**config.mk**
```make
export PLATFORM = sky130hd
export DESIGN_NAME = riscv_multicycle_ctrl
export DESIGN_NICKNAME = d
export VERILOG_FILES = /design/src/rtl/riscv_ctrl_pkg.sv /design/src/rtl/riscv_multicycle_ctrl_alu_dec.sv /design/src/rtl/riscv_multicycle_ctrl.sv
export SDC_FILE = /design/constraint.sdc
export NUM_CORES = 1
export LEC_CHECK = 0
export CAP_MARGIN = 30
export CORE_MARGIN = 1.5
export CORE_UTILIZATION = 42
export CTS_CLUSTER_SIZE = 24
export DETAILED_ROUTE_END_ITERATION = 6
export PLACE_DENSITY = 0.8
export SYNTH_ARGS = -nofsm -noshare
export SYNTH_HDL_FRONTEND = slang
export SYNTH_SLANG_ARGS = --single-unit
export TNS_END_PERCENT = 100
```
**constraint.sdc**
```tcl
create_clock -name CLK -period 2.1 [get_ports CLK]
set_input_delay 0.42 -clock CLK [delete_from_list [all_inputs] [get_ports CLK]]
set_output_delay 0.42 -clock CLK [all_outputs]
set_load 0.05 [all_outputs]
```
**src/rtl/riscv_ctrl_pkg.sv**
```systemverilog
// Shared definitions for the multicycle RV32I controller: FSM states,
// opcode constants and the datapath select/ALU codes.
package riscv_ctrl_pkg;

    typedef enum logic [3:0] {
        S_RST    = 4'd0,
        S_FETCH  = 4'd1,
        S_DECODE = 4'd2,
        S_MEMADR = 4'd3,
        S_MEMRD  = 4'd4,
        S_MEMWB  = 4'd5,
        S_MEMWR  = 4'd6,
        S_EXER   = 4'd7,
        S_EXEI   = 4'd8,
        S_ALUWB  = 4'd9,
        S_BRANCH = 4'd10,
        S_JAL    = 4'd11,
        S_LUI    = 4'd12,
        S_TRAP   = 4'd13
    } state_t;

    localparam logic [6:0] OP_LW  = 7'b0000011;
    localparam logic [6:0] OP_SW  = 7'b0100011;
    localparam logic [6:0] OP_R   = 7'b0110011;
    localparam logic [6:0] OP_I   = 7'b0010011;
    localparam logic [6:0] OP_BR  = 7'b1100011;
    localparam logic [6:0] OP_JAL = 7'b1101111;
    localparam logic [6:0] OP_LUI = 7'b0110111;

    localparam logic [3:0] ALU_ADD  = 4'd0;
    localparam logic [3:0] ALU_SUB  = 4'd1;
    localparam logic [3:0] ALU_AND  = 4'd2;
    localparam logic [3:0] ALU_OR   = 4'd3;
    localparam logic [3:0] ALU_XOR  = 4'd4;
    localparam logic [3:0] ALU_SLT  = 4'd5;
    localparam logic [3:0] ALU_SLTU = 4'd6;
    localparam logic [3:0] ALU_SLL  = 4'd7;
    localparam logic [3:0] ALU_SRL  = 4'd8;
    localparam logic [3:0] ALU_SRA  = 4'd9;

    // ALUOp from the main FSM to the ALU decoder
    localparam logic [1:0] ALUOP_ADD   = 2'b00;
    localparam logic [1:0] ALUOP_SUB   = 2'b01;
    localparam logic [1:0] ALUOP_FUNCT = 2'b10;

    localparam logic [2:0] IMM_I = 3'b000;
    localparam logic [2:0] IMM_S = 3'b001;
    localparam logic [2:0] IMM_B = 3'b010;
    localparam logic [2:0] IMM_J = 3'b011;
    localparam logic [2:0] IMM_U = 3'b100;

    localparam logic [1:0] RES_ALUOUT = 2'b00;
    localparam logic [1:0] RES_READ   = 2'b01;
    localparam logic [1:0] RES_ALURES = 2'b10;

    localparam logic [1:0] SRCA_PC    = 2'b00;
    localparam logic [1:0] SRCA_OLDPC = 2'b01;
    localparam logic [1:0] SRCA_RD1   = 2'b10;
    localparam logic [1:0] SRCA_ZERO  = 2'b11;

    localparam logic [1:0] SRCB_RD2  = 2'b00;
    localparam logic [1:0] SRCB_IMM  = 2'b01;
    localparam logic [1:0] SRCB_FOUR = 2'b10;

    // States that hold a memory request open until MemReady
    function automatic logic is_mem_state(input state_t s);
        return (s == S_FETCH) || (s == S_MEMRD) || (s == S_MEMWR);
    endfunction

endpackage

```
**src/rtl/riscv_multicycle_ctrl_alu_dec.sv**
```systemverilog
// ALU decoder: maps ALUOp plus instruction funct fields to an ALUControl code.
// funct7_5 selects sub only for R-type (op5=1); it always selects sra for shifts right.
import riscv_ctrl_pkg::*;

module riscv_alu_dec (
    input  logic [1:0] alu_op,
    input  logic [2:0] funct3,
    input  logic       funct7_5,
    input  logic       op5,
    output logic [3:0] alu_ctl
);

    // Decode the ALU operation from ALUOp and the funct fields
    always_comb begin
        alu_ctl = ALU_ADD;
        case (alu_op)
            ALUOP_ADD: alu_ctl = ALU_ADD;
            ALUOP_SUB: alu_ctl = ALU_SUB;
            ALUOP_FUNCT: begin
                case (funct3)
                    3'b000:  alu_ctl = (op5 && funct7_5) ? ALU_SUB : ALU_ADD;
                    3'b001:  alu_ctl = ALU_SLL;
                    3'b010:  alu_ctl = ALU_SLT;
                    3'b011:  alu_ctl = ALU_SLTU;
                    3'b100:  alu_ctl = ALU_XOR;
                    3'b101:  alu_ctl = funct7_5 ? ALU_SRA : ALU_SRL;
                    3'b110:  alu_ctl = ALU_OR;
                    default: alu_ctl = ALU_AND;
                endcase
            end
            default: alu_ctl = ALU_ADD;
        endcase
    end

endmodule

```
**src/rtl/riscv_multicycle_ctrl.sv**
```systemverilog
// Multicycle RV32I main controller: Moore FSM sequencing fetch/decode/execute
// over a shared handshaked instruction/data memory.
// Optional MEM_TIMEOUT_EN: traps when a memory request waits TIMEOUT_CYC cycles
// without MemReady; without it the FSM waits indefinitely.
import riscv_ctrl_pkg::*;

module riscv_multicycle_ctrl #(
    parameter int ALUCTRL_W   = 4,
    parameter int TIMEOUT_CYC = 64
) (
    input  logic                 CLK,
    input  logic                 RST,
    input  logic [6:0]           OP6_0,
    input  logic [2:0]           funct3_2_0,
    input  logic                 funct7_5,
    input  logic                 Zero,
    input  logic                 Lt,
    input  logic                 Ltu,
    input  logic                 MemReady,
    output logic                 MemReq,
    output logic                 MemWrite,
    output logic                 AdrSrc,
    output logic                 IRWrite,
    output logic                 PCWrite,
    output logic                 RegWrite,
    output logic [1:0]           ALUSrcA1_0,
    output logic [1:0]           ALUSrcB1_0,
    output logic [1:0]           ResultSrc1_0,
    output logic [2:0]           ImmSrc2_0,
    output logic [ALUCTRL_W-1:0] ALUControl,
    output logic                 Trap
);

    state_t     state, next;
    logic [1:0] alu_op;
    logic [3:0] alu_ctl;
    logic       timeout;

`ifdef MEM_TIMEOUT_EN
    localparam int CNT_W = $clog2(TIMEOUT_CYC) + 1;
    logic [CNT_W-1:0] cnt;

    // Count cycles spent waiting in the current memory state; restart on entry
    always_ff @(posedge CLK or negedge RST) begin
        if (!RST)                                       cnt <= '0;
        else if ((next == state) && is_mem_state(state)) cnt <= cnt + 1'b1;
        else                                            cnt <= '0;
    end

    // Last allowed cycle still completes if MemReady arrives in it
    assign timeout = is_mem_state(state) && !MemReady &&
                     (cnt == CNT_W'(TIMEOUT_CYC - 1));
`else
    assign timeout = 1'b0;
`endif

    // State register
    always_ff @(posedge CLK or negedge RST) begin
        if (!RST) state <= S_RST;
        else      state <= next;
    end

    // Next-state and Moore outputs (branch/fetch strobes qualified by inputs)
    always_comb begin
        next         = state;
        alu_op       = ALUOP_ADD;
        MemReq       = 1'b0;
        MemWrite     = 1'b0;
        AdrSrc       = 1'b0;
        IRWrite      = 1'b0;
        PCWrite      = 1'b0;
        RegWrite     = 1'b0;
        ALUSrcA1_0   = SRCA_PC;
        ALUSrcB1_0   = SRCB_RD2;
        ResultSrc1_0 = RES_ALUOUT;
        ImmSrc2_0    = IMM_I;
        Trap         = 1'b0;
        case (state)
            S_RST: next = S_FETCH;
            S_FETCH: begin
                MemReq       = 1'b1;
                ALUSrcB1_0   = SRCB_FOUR;
                ResultSrc1_0 = RES_ALURES;
                if (MemReady) begin
                    IRWrite = 1'b1;
                    PCWrite = 1'b1;
                    next    = S_DECODE;
                end
            end
            S_DECODE: begin
                // Precompute the branch/jump target into ALUOut
                ALUSrcA1_0 = SRCA_OLDPC;
                ALUSrcB1_0 = SRCB_IMM;
                ImmSrc2_0  = (OP6_0 == OP_JAL) ? IMM_J : IMM_B;
                case (OP6_0)
                    OP_LW, OP_SW: next = S_MEMADR;
                    OP_R:         next = S_EXER;
                    OP_I:         next = S_EXEI;
                    OP_BR:        next = S_BRANCH;
                    OP_JAL:       next = S_JAL;
                    OP_LUI:       next = S_LUI;
                    default:      next = S_TRAP;
                endcase
            end
            S_MEMADR: begin
                ALUSrcA1_0 = SRCA_RD1;
                ALUSrcB1_0 = SRCB_IMM;
                ImmSrc2_0  = OP6_0[5] ? IMM_S : IMM_I;
                next       = OP6_0[5] ? S_MEMWR : S_MEMRD;
            end
            S_MEMRD: begin
                MemReq = 1'b1;
                AdrSrc = 1'b1;
                if (MemReady) next = S_MEMWB;
            end
            S_MEMWB: begin
                ResultSrc1_0 = RES_READ;
                RegWrite     = 1'b1;
                next         = S_FETCH;
            end
            S_MEMWR: begin
                MemReq   = 1'b1;
                MemWrite = 1'b1;
                AdrSrc   = 1'b1;
                if (MemReady) next = S_FETCH;
            end
            S_EXER: begin
                ALUSrcA1_0 = SRCA_RD1;
                ALUSrcB1_0 = SRCB_RD2;
                alu_op     = ALUOP_FUNCT;
                next       = S_ALUWB;
            end
            S_EXEI: begin
                ALUSrcA1_0 = SRCA_RD1;
                ALUSrcB1_0 = SRCB_IMM;
                ImmSrc2_0  = IMM_I;
                alu_op     = ALUOP_FUNCT;
                next       = S_ALUWB;
            end
            S_ALUWB: begin
                RegWrite = 1'b1;
                next     = S_FETCH;
            end
            S_BRANCH: begin
                // Compare via subtract; PC takes the target held in ALUOut
                ALUSrcA1_0 = SRCA_RD1;
                ALUSrcB1_0 = SRCB_RD2;
                ImmSrc2_0  = IMM_B;
                alu_op     = ALUOP_SUB;
                next       = S_FETCH;
                case (funct3_2_0)
                    3'b000:  PCWrite = Zero;
                    3'b001:  PCWrite = !Zero;
                    3'b100:  PCWrite = Lt;
                    3'b101:  PCWrite = !Lt;
                    3'b110:  PCWrite = Ltu;
                    3'b111:  PCWrite = !Ltu;
                    default: next    = S_TRAP;
                endcase
            end
            S_JAL: begin
                // Link value OldPC+4 computed now; PC takes the target from ALUOut
                ALUSrcA1_0 = SRCA_OLDPC;
                ALUSrcB1_0 = SRCB_FOUR;
                PCWrite    = 1'b1;
                next       = S_ALUWB;
            end
            S_LUI: begin
                ALUSrcA1_0 = SRCA_ZERO;
                ALUSrcB1_0 = SRCB_IMM;
                ImmSrc2_0  = IMM_U;
                next       = S_ALUWB;
            end
            S_TRAP: Trap = 1'b1;
            default: next = S_RST;
        endcase
        if (timeout) next = S_TRAP;
    end

    riscv_alu_dec u_alu_dec (
        .alu_op   (alu_op),
        .funct3   (funct3_2_0),
        .funct7_5 (funct7_5),
        .op5      (OP6_0[5]),
        .alu_ctl  (alu_ctl)
    );

    // Widen the 4-bit ALU code; upper bits stay zero
    always_comb begin
        ALUControl      = '0;
        ALUControl[3:0] = alu_ctl;
    end

endmodule

```
==> out/results.txt <==
The combined buffer and inverter count along the critical path is 3, and the fill cell instance count of the final layout is 54. IR analysis of the VDD net gives a maximum drop of 1.30 mV. The run gives 0 as the total of warnings raised by yosys. The number of nets in the final layout was 195; the number of nets with antenna violations after detailed routing was 0. For this block, wires on met1 add up to 1590 µm.

From synthesis to final layout, the design area changed by 104%. The synthesized design devotes to its leading area cell type 12.0% of total area. The run gives 0 as the count of antenna diodes in the layout.

Counting every instance in the synthesized netlist gives 123. The I/O pin total is 37, and the register bit count reported by yosys is 4. The reported max-cap violation count is 0, and the post-DP HPWL is 2210 µm. Entering global routing, the biggest net connects 19 pins. The share of the core filled with cells is 94.3%.

The tools report the H-tree level count as 1. Routed signal wires occupy layers up through met4. The setup slack of the critical path after layout was -334 ps. The number of distinct library cells after synthesis was 44. After synthesis the cells add up to 833 µm². The power density relative to cell area is 1640 nW/µm². The transition time at the pin with the least slew margin was 391 ps; the clock network latency to the later pin of the worst-skew pair was 240 ps. In this run the horizontal extent of the chip is 47.5 µm. The cell with the largest stage delay on the worst path is sky130_fd_sc_hd__dfrtp_1. In this run the mean area of a mapped cell was 6.77 µm². The overall fraction of global-route tracks in use is 32.4%.

TritonCTS built the clock tree. The dominant register cell in the synthesized netlist is sky130_fd_sc_hd__dfrtp_1. Setup repair after global routing could not meet its margin everywhere. Yosys attributes the largest share of cell area to sky130_fd_sc_hd__dfrtp_1, sky130_fd_sc_hd__nand2_1, sky130_fd_sc_hd__nor2_1. After synthesis, flip-flops and latches occupy 12.0% of the total area. Counting buffers and inverters, the worst setup path is 8 cells deep. The total count of max-transition violations in the final report was 0. The remaining max-slew budget at the tightest pin is 73.7%. The flow ran to the end, but the final reports show violations.

The number of flip-flops in the largest register came out at 4. Dividing the detail-routed wire length by the instance count gives 22.5 µm. The count of endpoints failing hold in the final timing report came out at 0.

The classification of the worst setup path is flop to output pin. Summed over all nets, wire length on met3 after detailed routing comes to 450 µm. After detailed placement, the total cell area comes to 1510 µm². Across the routed clock network, the largest skew measured is 4.42 ps.

Data arrives at the worst endpoint at 2010 ps. The tools report the weighted congestion at the end of routability-driven global placement as 0.849. Register with the highest flop count: state. The critical path goes through nand2b_1, nor2_2, inv_1, ha_4, nand2b_4, buf_6, nor2_4, buf_12.

The total detailed-routing wirelength is 4470 µm. For this design, the sink count on the clock tree is 4. Post-synthesis async set-or-reset flop share: 100%. On the worst path, the slowest cell contributes a delay of 440 ps. For the worst setup path, the data required time is 1680 ps.

Yosys mapped a number of flops with a built-in enable equal to 0. The most frequent standard cell in the layout excluding fill and tap cells was sky130_fd_sc_hd__buf_4. The post-detailed-route via-to-cell ratio is 6.74. The run gives 15 as the cell row count.

Dividing the final minimum period by the clock period gives 116%. Setup violations remaining at the end of the flow were counted as 7. Met2 wirelength from detailed routing: 2150 µm. In this run the tool buffered the top-level ports with 36 buffer cells. The tree is rooted in a sky130_fd_sc_hd__clkbuf_4.

The run gives 0 as the number of design rule violations left after detail routing. In this run the vertical extent of the chip is 47.5 µm. The maximum buffer depth of the clock tree is 2. The tools report the die outline area as 2260 µm². The largest registers in the layout are state: 4 flops. The family of cells with the greatest summed delay on the critical path is simple AND/OR/NAND/NOR gates.

Counting I/O delays and the setup requirement, the final critical path takes 2430 ps. The number of nets handed over by synthesis was 142. The first routing iteration left 99 violations. Counting the buffers created by CTS gives 3. Summed over all layers, the global routing overflow is 0. In this run the worst path has a maximum fanout of 4. The initial antenna violation count was 0; the clock-pin slew reported for the worst setup and hold paths after clock tree synthesis was 40 ps. Critical path capture point type: an output pin. The count of cells along the worst register-to-register path was 6; the wire length of the first global-routing pass was 5020 µm. Core footprint: 1800 µm². The min-delay analysis places its worst path in the category input pin to asynchronous set/reset pin.

Across all layers, the routed design uses 1342 vias. Cells with a size suffix above 1 make up 45.4% of the layout. The number of global-route vias before repair is 1117, and the leakage component of the power is 0.000696 µW. The initial standard-cell utilization of the core was 46.2%. The cell area after layout was 1700 µm².

The synthesized design spends more area on one cell type than any other, namely sky130_fd_sc_hd__dfrtp_1. The first detailed-routing pass took 5 iterations. The final reports fail on negative setup slack. The fmax is 411 MHz. The worst setup path is launched from a flop.

The top cell types in the final layout, fill and taps aside, are sky130_fd_sc_hd__buf_4, sky130_fd_sc_hd__buf_12, sky130_fd_sc_hd__nand2_1, sky130_fd_sc_hd__clkdlybuf4s50_1.
[area by class of cell]
cell class                 count  area [µm²]  share of cell area [%]
sequential                     4         101                    5.96
tap                           25        31.3                    1.84
multi-input combinational    102         779                    45.9
inverter                       4        15.0                   0.884
timing repair buffer          61         749                    44.1
clock buffer                   3        22.5                    1.33
[repair_timing]
| action | in CTS | in global routing |
|---|---|---|
| setup buffers | 2 | 1 |
| setup endpoints to repair | 6 | 10 |
| gates resized for setup | 13 | 23 |
| hold buffers | 0 | 0 |
| pin swaps | 4 | 4 |
[path summary, 6_finish.rpt]
| kind | start | to | slack [ps] |
|---|---|---|---|
| max | state[0]$_DFFE_PN0P_ | ALUControl[1] | -330 |
| min | RST | state[2]$_DFFE_PN0P_ | 390 |
| max reg2reg | state[3]$_DFFE_PN0P_ | state[2]$_DFFE_PN0P_ | 510 |
| min reg2reg | state[1]$_DFFE_PN0P_ | state[3]$_DFFE_PN0P_ | 800 |
| max in group asynchronous | RST | state[1]$_DFFE_PN0P_ | 1510 |
| min in group CLK | state[1]$_DFFE_PN0P_ | state[3]$_DFFE_PN0P_ | 800 |
[cell usage after synthesis (3+ instances only)]
cell type	number
sky130_fd_sc_hd__inv_1	4
sky130_fd_sc_hd__nor2_1	13
sky130_fd_sc_hd__nor3_1	7
sky130_fd_sc_hd__nand2b_1	6
sky130_fd_sc_hd__a21oi_1	7
sky130_fd_sc_hd__or2_2	3
sky130_fd_sc_hd__nand2_1	16
sky130_fd_sc_hd__buf_4	3
sky130_fd_sc_hd__dfrtp_1	4
sky130_fd_sc_hd__o21ai_0	8
sky130_fd_sc_hd__buf_2	7
sky130_fd_sc_hd__mux2i_1	3
[report_power, final]
part | total (µW) | switching, µW | internal [µW]
clock | 101 | 36.8 | 64.3
sequential | 174 | 57.0 | 117
combinational | 2500 | 1410 | 1090
[cell families after synthesis]
group	Yosys count	share of synthesized area, %
AOI/OAI and AO/OA	35	29.7
xor gates and xnor gates	2	2.10
adders and majority gates	2	3.00
buffers and inverters	17	12.0
DFF	4	12.0
muxes	3	3.60
and+or+nand+nor	60	37.5
[per-layer routing]
| metal | vias to the layer above | global-route usage [%] |
|---|---|---|
| met5 | - | 0 |
| met4 | 0 | 20.5 |
| met3 | 50 | 8.68 |
| met2 | 139 | 56.5 |
| met1 | 606 | 34.3 |
| li1 | 547 | - |
[through the flow]
stage / power (µW) / hold WS [ps] / std cells / worst slack (ps) / TNS [ps]
2_1_floorplan: 1350 / 124 / 123 / -356 / -877
3_3_place_gp: 2220 / 621 / 193 / -151 / -425
3_5_place_dp: 2280 / 630 / 193 / -177 / -521
4_1_cts: 2440 / 380 / 198 / -209 / -427
5_1_grt: 2870 / 393 / 199 / -380 / -1490
6_report: 2780 / 390 / 199 / -334 / -1350
No activity file was read; power rests on OpenSTA's default activity.
